==> config.mk <==
export PLATFORM = sky130hd
export DESIGN_NAME = line_buffer_control_flat
export DESIGN_NICKNAME = d
export VERILOG_FILES = /design/src/rtl/line_buffer_control_if.sv /design/src/rtl/line_buffer_control.sv /design/src/flat_wrapper.sv
export SDC_FILE = /design/constraint.sdc
export NUM_CORES = 1
export LEC_CHECK = 0
export BUFFER_PORTS_ARGS = -buffer_cell sky130_fd_sc_hd__buf_2
export CORE_MARGIN = 10
export CORE_UTILIZATION = 29
export CTS_CLUSTER_DIAMETER = 100
export DETAILED_ROUTE_END_ITERATION = 12
export GPL_TIMING_DRIVEN = 1
export PLACE_DENSITY = 0.62
export SYNTH_ARGS = -nofsm -noshare
export SYNTH_HDL_FRONTEND = slang
export SYNTH_SLANG_ARGS = --single-unit
==> constraint.sdc <==
create_clock -name clk -period 3.85 [get_ports clk]
set_input_delay 0.1925 -clock clk [delete_from_list [all_inputs] [get_ports clk]]
set_output_delay 0.1925 -clock clk [all_outputs]
set_load 0.02 [all_outputs]
==> src/rtl/line_buffer_control_if.sv <==
// Pixel stream, line-buffer strobes/data and filter-window bus around line_buffer_control.
// master = the controller, slave = the surrounding line buffers, pixel source and filter stage.
interface line_buffer_control_if;
    logic [7:0]  pixel_in;
    logic        pixel_in_valid;
    logic [3:0]  lb_in_valid;
    logic [3:0]  lb_read;
    logic [23:0] lb_data0;
    logic [23:0] lb_data1;
    logic [23:0] lb_data2;
    logic [23:0] lb_data3;
    logic [71:0] pixel_window;
    logic        pixel_window_valid;
    logic        line_done_intr;

    modport master (
        input  pixel_in,
        input  pixel_in_valid,
        input  lb_data0,
        input  lb_data1,
        input  lb_data2,
        input  lb_data3,
        output lb_in_valid,
        output lb_read,
        output pixel_window,
        output pixel_window_valid,
        output line_done_intr
    );

    modport slave (
        output pixel_in,
        output pixel_in_valid,
        output lb_data0,
        output lb_data1,
        output lb_data2,
        output lb_data3,
        input  lb_in_valid,
        input  lb_read,
        input  pixel_window,
        input  pixel_window_valid,
        input  line_done_intr
    );
endinterface

==> src/rtl/line_buffer_control.sv <==
// Sequencer for four line buffers: steers input lines round-robin, reads three adjacent
// buffers in lockstep to form a 3-row pixel column, and pulses an interrupt per read line.
module line_buffer_control #(
    parameter int unsigned IMAGE_WIDTH = 512,
    parameter int unsigned IW_BIT_NUM  = 9
) (
    input  logic                  clk,
    input  logic                  reset,
    line_buffer_control_if.master bus
);
    localparam int unsigned TOTAL_W = IW_BIT_NUM + 3;
    localparam logic [IW_BIT_NUM-1:0] LAST_PIX    = IW_BIT_NUM'(IMAGE_WIDTH - 1);
    localparam logic [TOTAL_W-1:0]    READ_THRESH = TOTAL_W'(3 * IMAGE_WIDTH);

    if ((64'(1) << IW_BIT_NUM) < 64'(IMAGE_WIDTH)) begin : g_width_check
        $error("IW_BIT_NUM too small to count IMAGE_WIDTH pixels");
    end

    typedef enum logic {
        IDLE = 1'b0,
        READ = 1'b1
    } state_t;

    state_t                  state_q, state_d;
    logic [IW_BIT_NUM-1:0]   wr_cnt_q, wr_cnt_d;
    logic [1:0]              wr_sel_q, wr_sel_d;
    logic [IW_BIT_NUM-1:0]   rd_cnt_q, rd_cnt_d;
    logic [1:0]              rd_sel_q, rd_sel_d;
    logic [TOTAL_W-1:0]      total_cnt_q, total_cnt_d;
    logic                    line_done_intr_q, line_done_intr_d;

    logic                    wr_fire;
    logic                    rd_fire;
    logic [1:0]              row_top;
    logic [1:0]              row_mid;
    logic [1:0]              row_bot;
    logic [23:0]             lb_data [4];

    // A write held during reset must not reach a buffer, so the strobe is gated by reset.
    assign wr_fire = bus.pixel_in_valid && !reset;
    assign rd_fire = (state_q == READ);

    // Next-state: write pointer, occupancy, and the read sequencer.
    always_comb begin
        state_d          = state_q;
        wr_cnt_d         = wr_cnt_q;
        wr_sel_d         = wr_sel_q;
        rd_cnt_d         = rd_cnt_q;
        rd_sel_d         = rd_sel_q;
        total_cnt_d      = total_cnt_q;
        line_done_intr_d = 1'b0;

        if (wr_fire) begin
            if (wr_cnt_q == LAST_PIX) begin
                wr_cnt_d = '0;
                wr_sel_d = wr_sel_q + 2'd1;
            end else begin
                wr_cnt_d = wr_cnt_q + IW_BIT_NUM'(1);
            end
        end

        unique case ({wr_fire, rd_fire})
            2'b10:   total_cnt_d = total_cnt_q + TOTAL_W'(1);
            2'b01:   total_cnt_d = total_cnt_q - TOTAL_W'(1);
            default: total_cnt_d = total_cnt_q;
        endcase

        unique case (state_q)
            IDLE: begin
                if (total_cnt_q >= READ_THRESH) begin
                    state_d = READ;
                end
            end
            READ: begin
                if (rd_cnt_q == LAST_PIX) begin
                    rd_cnt_d         = '0;
                    rd_sel_d         = rd_sel_q + 2'd1;
                    state_d          = IDLE;
                    line_done_intr_d = 1'b1;
                end else begin
                    rd_cnt_d = rd_cnt_q + IW_BIT_NUM'(1);
                end
            end
            default: state_d = IDLE;
        endcase
    end

    always_ff @(posedge clk) begin
        if (reset) begin
            state_q          <= IDLE;
            wr_cnt_q         <= '0;
            wr_sel_q         <= '0;
            rd_cnt_q         <= '0;
            rd_sel_q         <= '0;
            total_cnt_q      <= '0;
            line_done_intr_q <= 1'b0;
        end else begin
            state_q          <= state_d;
            wr_cnt_q         <= wr_cnt_d;
            wr_sel_q         <= wr_sel_d;
            rd_cnt_q         <= rd_cnt_d;
            rd_sel_q         <= rd_sel_d;
            total_cnt_q      <= total_cnt_d;
            line_done_intr_q <= line_done_intr_d;
        end
    end

    // Read rows: the oldest unread line is on top, the two following buffers below it.
    assign row_top = rd_sel_q;
    assign row_mid = rd_sel_q + 2'd1;
    assign row_bot = rd_sel_q + 2'd2;

    assign lb_data[0] = bus.lb_data0;
    assign lb_data[1] = bus.lb_data1;
    assign lb_data[2] = bus.lb_data2;
    assign lb_data[3] = bus.lb_data3;

    assign bus.lb_in_valid = wr_fire ? (4'b0001 << wr_sel_q) : 4'b0000;
    assign bus.lb_read     = rd_fire
                           ? ((4'b0001 << row_top) | (4'b0001 << row_mid) | (4'b0001 << row_bot))
                           : 4'b0000;

    assign bus.pixel_window       = {lb_data[row_top], lb_data[row_mid], lb_data[row_bot]};
    assign bus.pixel_window_valid = rd_fire;
    assign bus.line_done_intr     = line_done_intr_q;
endmodule

==> src/flat_wrapper.sv <==
// flat-port wrapper written by rule: the top's interface ports become plain ports
module line_buffer_control_flat 
#(
    parameter int unsigned IMAGE_WIDTH = 512,
    parameter int unsigned IW_BIT_NUM  = 9
)
  (clk, reset, bus_pixel_in, bus_pixel_in_valid, bus_lb_data0, bus_lb_data1, bus_lb_data2, bus_lb_data3, bus_lb_in_valid, bus_lb_read, bus_pixel_window, bus_pixel_window_valid, bus_line_done_intr);
  line_buffer_control_if bus_i ();
  input  logic clk;
  input  logic reset;
  input wire logic [$bits(bus_i.pixel_in)-1:0] bus_pixel_in;
  input wire logic [$bits(bus_i.pixel_in_valid)-1:0] bus_pixel_in_valid;
  input wire logic [$bits(bus_i.lb_data0)-1:0] bus_lb_data0;
  input wire logic [$bits(bus_i.lb_data1)-1:0] bus_lb_data1;
  input wire logic [$bits(bus_i.lb_data2)-1:0] bus_lb_data2;
  input wire logic [$bits(bus_i.lb_data3)-1:0] bus_lb_data3;
  output wire logic [$bits(bus_i.lb_in_valid)-1:0] bus_lb_in_valid;
  output wire logic [$bits(bus_i.lb_read)-1:0] bus_lb_read;
  output wire logic [$bits(bus_i.pixel_window)-1:0] bus_pixel_window;
  output wire logic [$bits(bus_i.pixel_window_valid)-1:0] bus_pixel_window_valid;
  output wire logic [$bits(bus_i.line_done_intr)-1:0] bus_line_done_intr;
  assign bus_i.pixel_in = bus_pixel_in;
  assign bus_i.pixel_in_valid = bus_pixel_in_valid;
  assign bus_i.lb_data0 = bus_lb_data0;
  assign bus_i.lb_data1 = bus_lb_data1;
  assign bus_i.lb_data2 = bus_lb_data2;
  assign bus_i.lb_data3 = bus_lb_data3;
  assign bus_lb_in_valid = bus_i.lb_in_valid;
  assign bus_lb_read = bus_i.lb_read;
  assign bus_pixel_window = bus_i.pixel_window;
  assign bus_pixel_window_valid = bus_i.pixel_window_valid;
  assign bus_line_done_intr = bus_i.line_done_intr;
  line_buffer_control #(.IMAGE_WIDTH(IMAGE_WIDTH), .IW_BIT_NUM(IW_BIT_NUM)) u_core (.clk(clk), .reset(reset), .bus(bus_i));
endmodule
==> results of run 1 <==
-- report_power, final --
group | internal, uW | total, uW | switching, uW
Sequential | 375 | 378 | 3.42
Clock | 437 | 594 | 157
Combinational | 121 | 268 | 147
-- per-stage QoR --
step	worst slack, ps	total power (uW)
after floorplan	525	522
after global placement	933	645
after detailed placement	804	655
after CTS	791	1260
after global routing	482	1290
final	815	1240
-- sequential cells by signal (all words and copies together), names as in the netlist --
name                           cells
u_core.total_cnt_q                12
u_core.bus.line_done_intr          1
u_core.rd_cnt_q                    9
u_core.bus.pixel_window_valid      1
u_core.rd_sel_q                    2
u_core.wr_sel_q                    2
u_core.wr_cnt_q                    9
-- cells by family (layout without fill, tap and decap cells) --
| group | count (synthesis) | in the layout | share of synthesized area (%) |
|---|---|---|---|
| AND/OR/NAND/NOR | 119 | 119 | 15.8 |
| XOR/XNOR | 20 | 20 | 4.37 |
| flip-flops | 36 | 36 | 18.0 |
| buffers and inverters | 41 | 201 | 4.37 |
| AO/OA/AOI/OAI | 53 | 53 | 9.00 |
| other | 0 | 2 | 0 |
| adder cells (fa/ha/maj) | 15 | 15 | 4.69 |
| multiplexers | 84 | 84 | 43.8 |
-- routing by layer --
layer / GRT usage [%] / wire, um
met1: 16.1 / 5000
met2: 24.4 / 7220
met3: 4.08 / 1600
met4: 5.27 / 340
met5: 0 / 0
-- area by class of cell --
| cell class | instances | area, um2 |
|---|---|---|
| antenna | 2 | 5.00 |
| clock buffer | 5 | 125 |
| clock inverter | 3 | 90.1 |
| fill | 1332 | 8150 |
| inverter | 6 | 22.5 |
| multi-input combinational | 291 | 3110 |
| sequential | 36 | 726 |
| tap | 176 | 220 |
| timing repair buffer | 187 | 953 |
-- worst max-delay path, delay by kind of cell (launching register included) --
kind | cells | cell delay [ps]
AO/OA/AOI/OAI | 3 | 490
XOR/XNOR | 1 | 180
adder cells (fa/ha/maj) | 2 | 510
flip-flops | 1 | 720
multiplexers | 2 | 730
AND/OR/NAND/NOR | 1 | 300
-- placed cells by master (no fill, tap or decap), drive strengths merged, types with 2 or more instances in the layout --
cell / count
mux4: 72
xnor2: 9
o21a: 4
nand3b: 7
dfxtp: 36
nand4: 4
a22oi: 2
nand2b: 6
or4: 2
ha: 15
o31a: 2
diode: 2
inv: 6
and3: 2
xor2: 11
nand2: 19
mux2i: 6
nand3: 6
and2: 4
nor2: 38
and4bb: 2
a31oi: 2
a211oi: 3
nor3b: 2
nor3: 2
or3: 9
nor2b: 11
clkbuf: 5
mux2: 6
o21ai: 15
bufinv: 3
buf: 187
o22ai: 3
a21oi: 14
or2: 2
-- path summary, 6_finish.rpt --
kind	start	endpoint	slack, ps	depth (start not counted)
worst min-delay path	bus_pixel_in_valid	u_core.wr_cnt_q[1]	270	3
worst min register to register	u_core.rd_cnt_q[1]	u_core.rd_cnt_q[1]	500	2
worst max-delay path	u_core.bus.pixel_window_valid	u_core.total_cnt_q[6]	820	9
worst max register to register	u_core.bus.pixel_window_valid	u_core.total_cnt_q[6]	820	9
==> reports/results.txt, run 1 <==
Final core area utilization - 39.2%
Gate Count Post-Synth - 368
Crit-path max cell delay - 720 ps
Setup_tns - 0 ps
Nets - 649
Post-synth cell types - 55
Share of cells above drive strength 1 - 54.5%
DPL Wire Length - 11500 um
CP arrival - 3210 ps
Clock Pin Slew Worst Setup and Hold Paths - 60 ps
Initial antenna violation count - 2
Hold Crit Class - in -> reg
Die ar. - 18900 um2
Pwr/cell area - 236 nW/um2
Vias per inst - 5.48
Least-Margin Pin Slew - 1030 ps
Area growth syn-to-layout - 31.1%
CTS Root Cell - clkbuf_16
Ranking of synthesized cells by area - mux4_2 40%, dfxtp_1 18%, ha_1 4.7%
Syn Area/Cell - 10.9 um2
Post-CTS Hold Buffers - 0
CP required - 4020 ps
Max transition margin - 31.5%
Die Ht - 138 um
Fin cells - 706
Count leader, synth - mux4_2
Drt drc - 0
DR WL/cell - 20.0 um
FP Rows - 42
Max Cap Viol - 0
CTS Buf Count - 5
Initial DRC Count - 223
Top_reg_cell synth - dfxtp_1
Element type at the critical path end - flip-flop
Setup violators final - 0
CTS Buffer Depth - 2
CP max stage cell - dfxtp_1
Input/output buffers - 180
Routed WL - 14200 um
Postcts setup bufs - 0
Outcome - completed
VDD IR max - 0.159 mV
CTS tree - done
I/O Pins - 189
Final Hold Fails - 0
Via count - 3868
Vias in the first global route - 3853
Syn Std Cell Area - 4010 um2
Sequential share of the synthesized area - 18.0%
Clock Sinks - 36
LEAKAGE - 0.00204 uW
Crit path cell chain - ha_1, xor2_1, ha_1, a21boi_0, o22ai_1, nor2_1, mux2_2, a31oi_1, mux2_2
Clock Latency Late Sink - 280 ps
Tot GR Track Use - 14.1%
Startpoint types - flip-flop
First drt pass iteration count - 4
Placed insts - 696
Fin. max-slew vios - 0
Dpl cell area - 5030 um2
GPL Wtd Cong - 0.990
Cell taking the most area after synthesis - mux4_2
Die W - 138 um
Final Critical Period - 3030 ps
Net Count, Synth - 490
ANT nets after route - 0
FFs w/ async S/R, synth - 0%
CTS resizes - 0
Yosys reg bits - 36
Grt ovf - 0
First-pass GRT wire length - 21300 um
Crit path kind - reg -> reg
F_max - 329 MHz
Synth top area share - 40.5%
Min Hold Slack - 274 ps
Final period util - 78.8%
Total core area - 13400 um2
Peak fanout along the critical path - 17
Commonest cells post-synth - 72 x mux4_2, 38 x nor2_1, 36 x dfxtp_1
Htree depth - 2
Clk_skew - 8.48 ps
Synth warn - 0
RSZ-0062 raised after global routing - no
Post-route cell area - 5250 um2
Largest net degree at the start of global routing - 67
Initial core utilization - 29.9%
Number of synthesized flops with an enable pin - 0
Power figures use the tool's default switching activity.
==> run 2, diff against run 1 <==
--- a/config.mk
+++ b/config.mk
@@ -11,7 +11,7 @@
 export CTS_CLUSTER_DIAMETER = 100
 export DETAILED_ROUTE_END_ITERATION = 12
 export GPL_TIMING_DRIVEN = 1
-export PLACE_DENSITY = 0.62
+export PLACE_DENSITY = 0.64
 export SYNTH_ARGS = -nofsm -noshare
 export SYNTH_HDL_FRONTEND = slang
 export SYNTH_SLANG_ARGS = --single-unit
==> constraint.sdc (replaced) <==
create_clock -name clk -period 2.75 [get_ports clk]
set_input_delay 0.1375 -clock clk [delete_from_list [all_inputs] [get_ports clk]]
set_output_delay 0.1375 -clock clk [all_outputs]
set_load 0.02 [all_outputs]
==> reports/results.txt, run 2 (synthesis gave the netlist of run 1 again) <==
Outcome - completed
LEAKAGE - 0.00203 uW
Final Hold Fails - 0
Worst setup path endpoint - u_core.total_cnt_q[6]
Worst r2r dst - u_core.total_cnt_q[6]
Nets - 652
Share of cells above drive strength 1 - 55.6%
CTS Buf Count - 5
Htree depth - 2
F_max - 422 MHz
Startpoint types - input pin
Clock Latency Late Sink - 270 ps
Final period util - 86.2%
Routed WL - 13900 um
CTS resizes - 0
Setup violators final - 0
Initial antenna violation count - 2
Initial core utilization - 29.9%
Final Critical Period - 2370 ps
Max transition margin - 58.3%
Via count - 3856
Die W - 138 um
Flop pwr share - 36.5%
Sw frac - 28.7%
CP arrival - 2530 ps
CP Launch Point - bus_pixel_in_valid
Worst Reg2Reg Path Length in Cells - 9
CTS Buffer Depth - 2
I/O Pins - 189
Die Ht - 138 um
ANT nets after route - 0
Combinational power share - 26.0%
Initial DRC Count - 235
Top reg by flops - u_core.total_cnt_q
First drt pass iteration count - 4
Least-Margin Pin Slew - 625 ps
Vias in the first global route - 3838
FP Rows - 42
Pwr/cell area - 277 nW/um2
Element type at the critical path end - flip-flop
Input/output buffers - 180
Total core area - 13400 um2
Net Switching - 416 uW
Final total power - 1450 uW
Final core area utilization - 39.1%
DR WL/cell - 19.6 um
Vias per inst - 5.44
Largest regs - u_core.total_cnt_q: 12 flops, u_core.rd_cnt_q: 9 flops, u_core.wr_cnt_q: 9 flops
Clock Pin Slew Worst Setup and Hold Paths - 50 ps
Commonest non-fill, non-tap cells in the layout - 180 x buf_2, 72 x mux4_2, 37 x nor2_1
CP required - 2910 ps
DPL Wire Length - 11400 um
Crit path kind - in -> reg
Max Cap Viol - 0
RSZ-0062 raised after global routing - no
Min Hold Slack - 197 ps
Die ar. - 18900 um2
Clk pwr share - 37.5%
CTS Root Cell - clkbuf_16
CTS tree - done
Largest net degree at the start of global routing - 75
R2r setup slk - 400 ps
Reg2reg start - u_core.bus.pixel_window_valid
Grt ovf - 0
Area growth syn-to-layout - 30.7%
VDD IR max - 0.314 mV
Drt drc - 0
Post-CTS Hold Buffers - 0
Tot GR Track Use - 13.4%
Largest register FFs - 12
Peak fanout along the critical path - 8
P_int - 1030 uW
Clk_skew - 2.32 ps
Hold Crit Class - in -> reg
GPL Wtd Cong - 1.00
Commonest non-fill, non-tap cell in the layout - buf_2
Fin. max-slew vios - 0
Fillcell total - 1309
First-pass GRT wire length - 20600 um
Clock Sinks - 36
Hold depth - 3
Postcts setup bufs - 0
## run 2: cell types whose count changed in the layout (fill, tap and decap cells not counted), sizes merged
cell	previous run	this run
buf	187	190
clkbuf	5	7
clkinv	0	1
bufinv	3	0
## run 2: power by group through the flow
stage / combinational [uW] / clock, uW / sequential (uW)
2_1_floorplan: 192 / 0 / 541
3_3_place_gp: 365 / 0 / 541
3_5_place_dp: 376 / 0 / 541
4_1_cts: 378 / 559 / 530
5_1_grt: 398 / 586 / 530
6_report: 377 / 543 / 530
## run 2: worst min path at each step
stage | start | endpoint | slack (ps)
floorplan | reset | u_core.total_cnt_q[11] | 380
global placement | bus_pixel_in_valid | u_core.wr_sel_q[1] | 470
detailed placement | u_core.rd_cnt_q[1] | u_core.rd_cnt_q[1] | 480
CTS | bus_pixel_in_valid | u_core.wr_sel_q[1] | 190
global route | bus_pixel_in_valid | u_core.wr_sel_q[1] | 220
finish | bus_pixel_in_valid | u_core.wr_sel_q[1] | 200
## run 2: routing by layer
metal / global-route usage (%) / vias to the layer above / routed length (um)
li1: - / 1770 / -
met1: 14.8 / 1895 / 5000
met2: 25.1 / 179 / 7300
met3: 3.46 / 12 / 1430
met4: 2.52 / 0 / 163
met5: 0 / - / 0
## run 2: metrics by stage
| step | setup TNS, ps | setup WS, ps | instance area, um2 | cells |
|---|---|---|---|---|
| global placement | 0 | 148 | 5090 | 699 |
| finish | 0 | 381 | 5240 | 709 |
| CTS | 0 | 383 | 5230 | 707 |
| global route | 0 | 171 | 5240 | 709 |
| floorplan | -25.4 | -25.4 | 4060 | 368 |
| detailed placement | 0 | 94.5 | 5090 | 699 |
## run 2: area by class of cell
class / instances / area (um2) / share of cell area (%)
well taps: 176 / 220 / 4.21
clock inverters: 1 / 8.76 / 0.167
inverters: 6 / 22.5 / 0.430
repair buffers: 190 / 988 / 18.9
clock buffers: 7 / 133 / 2.53
multi-input cells: 291 / 3130 / 59.8
flip-flops and latches: 36 / 727 / 13.9
diodes: 2 / 5.00 / 0.0956
## run 2: critical path, stage by stage
cell and delay [ps]:
buf_2 160, nor2b_1 240, inv_2 80, ha_4 160, xor2_1 140, ha_2 200
or3_1 330, a21oi_2 190, nor2_2 90, mux2_2 280, a31oi_1 180, mux2_2 350
==> run 3, diff against run 2 <==
--- a/config.mk
+++ b/config.mk
@@ -5,13 +5,17 @@
 export SDC_FILE = /design/constraint.sdc
 export NUM_CORES = 1
 export LEC_CHECK = 0
+export ABC_AREA = 1
 export BUFFER_PORTS_ARGS = -buffer_cell sky130_fd_sc_hd__buf_2
+export CELL_PAD_IN_SITES_DETAIL_PLACEMENT = 1
+export CELL_PAD_IN_SITES_GLOBAL_PLACEMENT = 1
 export CORE_MARGIN = 10
-export CORE_UTILIZATION = 29
+export CORE_UTILIZATION = 28
 export CTS_CLUSTER_DIAMETER = 100
 export DETAILED_ROUTE_END_ITERATION = 12
 export GPL_TIMING_DRIVEN = 1
-export PLACE_DENSITY = 0.64
+export PLACE_DENSITY = 0.86
+export SLEW_MARGIN = 10
 export SYNTH_ARGS = -nofsm -noshare
 export SYNTH_HDL_FRONTEND = slang
 export SYNTH_SLANG_ARGS = --single-unit
==> reports/results.txt, run 3 <==
Outcome - completed
Initial antenna violation count - 3
Vias per inst - 4.89
Worst setup path endpoint - bus_pixel_window[26]
Commonest non-fill, non-tap cell in the layout - buf_2
Cell taking the most area after synthesis - dfxtp_1
F_max - 475 MHz
Element type at the critical path end - output port
Htree depth - 2
I/O Pins - 189
Vias in the first global route - 5291
CTS Buf Count - 5
Gate Count Post-Synth - 687
Setup_tns - 0 ps
Max transition margin - 63.7%
R2r setup slk - 680 ps
Die Ht - 140 um
Clock Latency Late Sink - 280 ps
Via count - 5034
Synth top area share - 17.9%
Peak fanout along the critical path - 11
Count leader, synth - nand2_1
Crit path kind - reg -> out
Antenna diodes - 0
CTS Root Cell - clkbuf_16
CTS Buffer Depth - 2
Syn Area/Cell - 5.84 um2
First drt pass iteration count - 4
Share of cells above drive strength 1 - 25.2%
DR WL/cell - 15.8 um
Fin. max-slew vios - 0
CP arrival - 1970 ps
Footprint of the multi-input gates - 2760 um2
RSZ-0062 raised after global routing - no
FFs w/ async S/R, synth - 0%
Post-CTS Hold Buffers - 0
Yosys reg bits - 36
CTS resizes - 0
Syn Std Cell Area - 4020 um2
GPL Wtd Cong - 0.884
Ranking of synthesized cells by area - dfxtp_1 18%, o21ai_0 14%, nand2_1 14%
FP Rows - 43
Fillcell total - 1977
Seq. cell area - 726 um2
Reg2reg start - u_core.bus.pixel_window_valid
CP Launch Point - u_core.rd_sel_q[0]
Sequential share of the synthesized area - 17.9%
VDD IR max - 0.235 mV
Pwr/cell area - 428 nW/um2
Final Critical Period - 2110 ps
Commonest non-fill, non-tap cells in the layout - 180 x buf_2, 145 x nand2_1, 115 x o21ai_0
Net Count, Synth - 809
Drt drc - 0
Final Hold Fails - 0
Hold depth - 2
Least-Margin Pin Slew - 544 ps
ANT nets after route - 0
Clock Sinks - 36
Area growth syn-to-layout - 30.3%
Initial DRC Count - 125
Die ar. - 19500 um2
Worst r2r dst - u_core.total_cnt_q[8]
Post-route cell area - 5230 um2
Initial core utilization - 28.7%
Largest regs - u_core.total_cnt_q: 12 flops, u_core.rd_cnt_q: 9 flops, u_core.wr_cnt_q: 9 flops
Dpl cell area - 5070 um2
Post-synth cell types - 36
Final period util - 76.6%
Top reg by flops - u_core.total_cnt_q
CTS tree - done
CP required - 2610 ps
Total core area - 14000 um2
HP Start - bus_pixel_in_valid
Setup violators final - 0
Commonest cells post-synth - 145 x nand2_1, 115 x o21ai_0, 90 x inv_1
Clock Pin Slew Worst Setup and Hold Paths - 60 ps
Grt ovf - 0
DPL Wire Length - 12900 um
Routed WL - 16300 um
Synth warn - 0
Startpoint types - flip-flop
Top_reg_cell synth - dfxtp_1
Largest register FFs - 12
Tot GR Track Use - 15.6%
LEAKAGE - 0.00259 uW
Die W - 140 um
Input/output buffers - 180
Max Cap Viol - 0
Hold Crit Class - in -> reg
Largest net degree at the start of global routing - 99
Postcts setup bufs - 0
Worst Reg2Reg Path Length in Cells - 14
Number of synthesized flops with an enable pin - 0
First-pass GRT wire length - 26100 um
Nets - 971
Clk_skew - 7.64 ps
## run 3: cell types whose count changed after synthesis, sizes merged, moves of 7 or more
| cell | previous run | this run |
|---|---|---|
| nor2b | 11 | 0 |
| mux4 | 72 | 0 |
| nor2 | 38 | 94 |
| nand3 | 6 | 16 |
| or3 | 9 | 0 |
| xnor2 | 9 | 1 |
| a21oi | 14 | 31 |
| o21ai | 15 | 118 |
| clkbuf | 14 | 21 |
| nor3 | 2 | 10 |
| inv | 6 | 92 |
| mux2i | 6 | 48 |
| nand2 | 19 | 147 |
| o22ai | 3 | 24 |
## run 3: worst min path at each step
stage,to
floorplan,u_core.wr_cnt_q[6]
global placement,u_core.wr_cnt_q[6]
detailed placement,u_core.wr_cnt_q[6]
CTS,u_core.wr_cnt_q[6]
global route,u_core.wr_cnt_q[6]
finish,u_core.wr_cnt_q[6]
## run 3: through the flow
stage,utilization [%],setup WS [ps],instances,power [uW],hold slack (ps)
after floorplan,-,622,687,1270,225
after global placement,36.2,686,1022,1560,397
after detailed placement,36.2,639,1022,1590,400
after CTS,37.4,583,1030,2260,105
after global routing,37.4,401,1030,2410,123
final,37.4,643,1030,2240,106
## run 3: kinds of logic after synthesis
kind of cell	Yosys count	share of synthesized area [%]
flip-flops	36	17.9
multiplexers	48	12.0
buffers and inverters	131	13.4
AO/OA/AOI/OAI	178	23.4
adder cells (fa/ha/maj)	15	4.67
AND/OR/NAND/NOR	273	27.3
XOR/XNOR	6	1.31
## run 3: final cells by class
class	count	area share [%]
tap	180	4.31
multi-input combinational	520	52.7
clock inverter	2	0.670
sequential	36	13.9
clock buffer	6	2.46
timing repair buffer	192	19.2
inverter	94	6.82
## run 3: metal layers
| metal | up-vias | part of all wire (%) | track usage [%] |
|---|---|---|---|
| met5 | - | 0.24 | 0 |
| met4 | 6 | 0.45 | 1.85 |
| met3 | 12 | 10 | 7.86 |
| met2 | 127 | 51 | 28.8 |
| met1 | 2325 | 38 | 15.7 |
| li1 | 2564 | - | - |
## run 3: power breakdown
group / total (uW) / internal [uW] / switching, uW
Combinational: 944 / 327 / 617
Clock: 653 / 427 / 226
Sequential: 639 / 586 / 53.5
Total: 2240 / 1340 / 897
## run 3: worst max-delay path, stage by stage, from the launching register on
cell     delay (ps)
dfxtp_4         360
inv_1            50
ha_1            300
inv_1           310
buf_4           230
o21ai_0          90
o22ai_1         130
buf_2           210
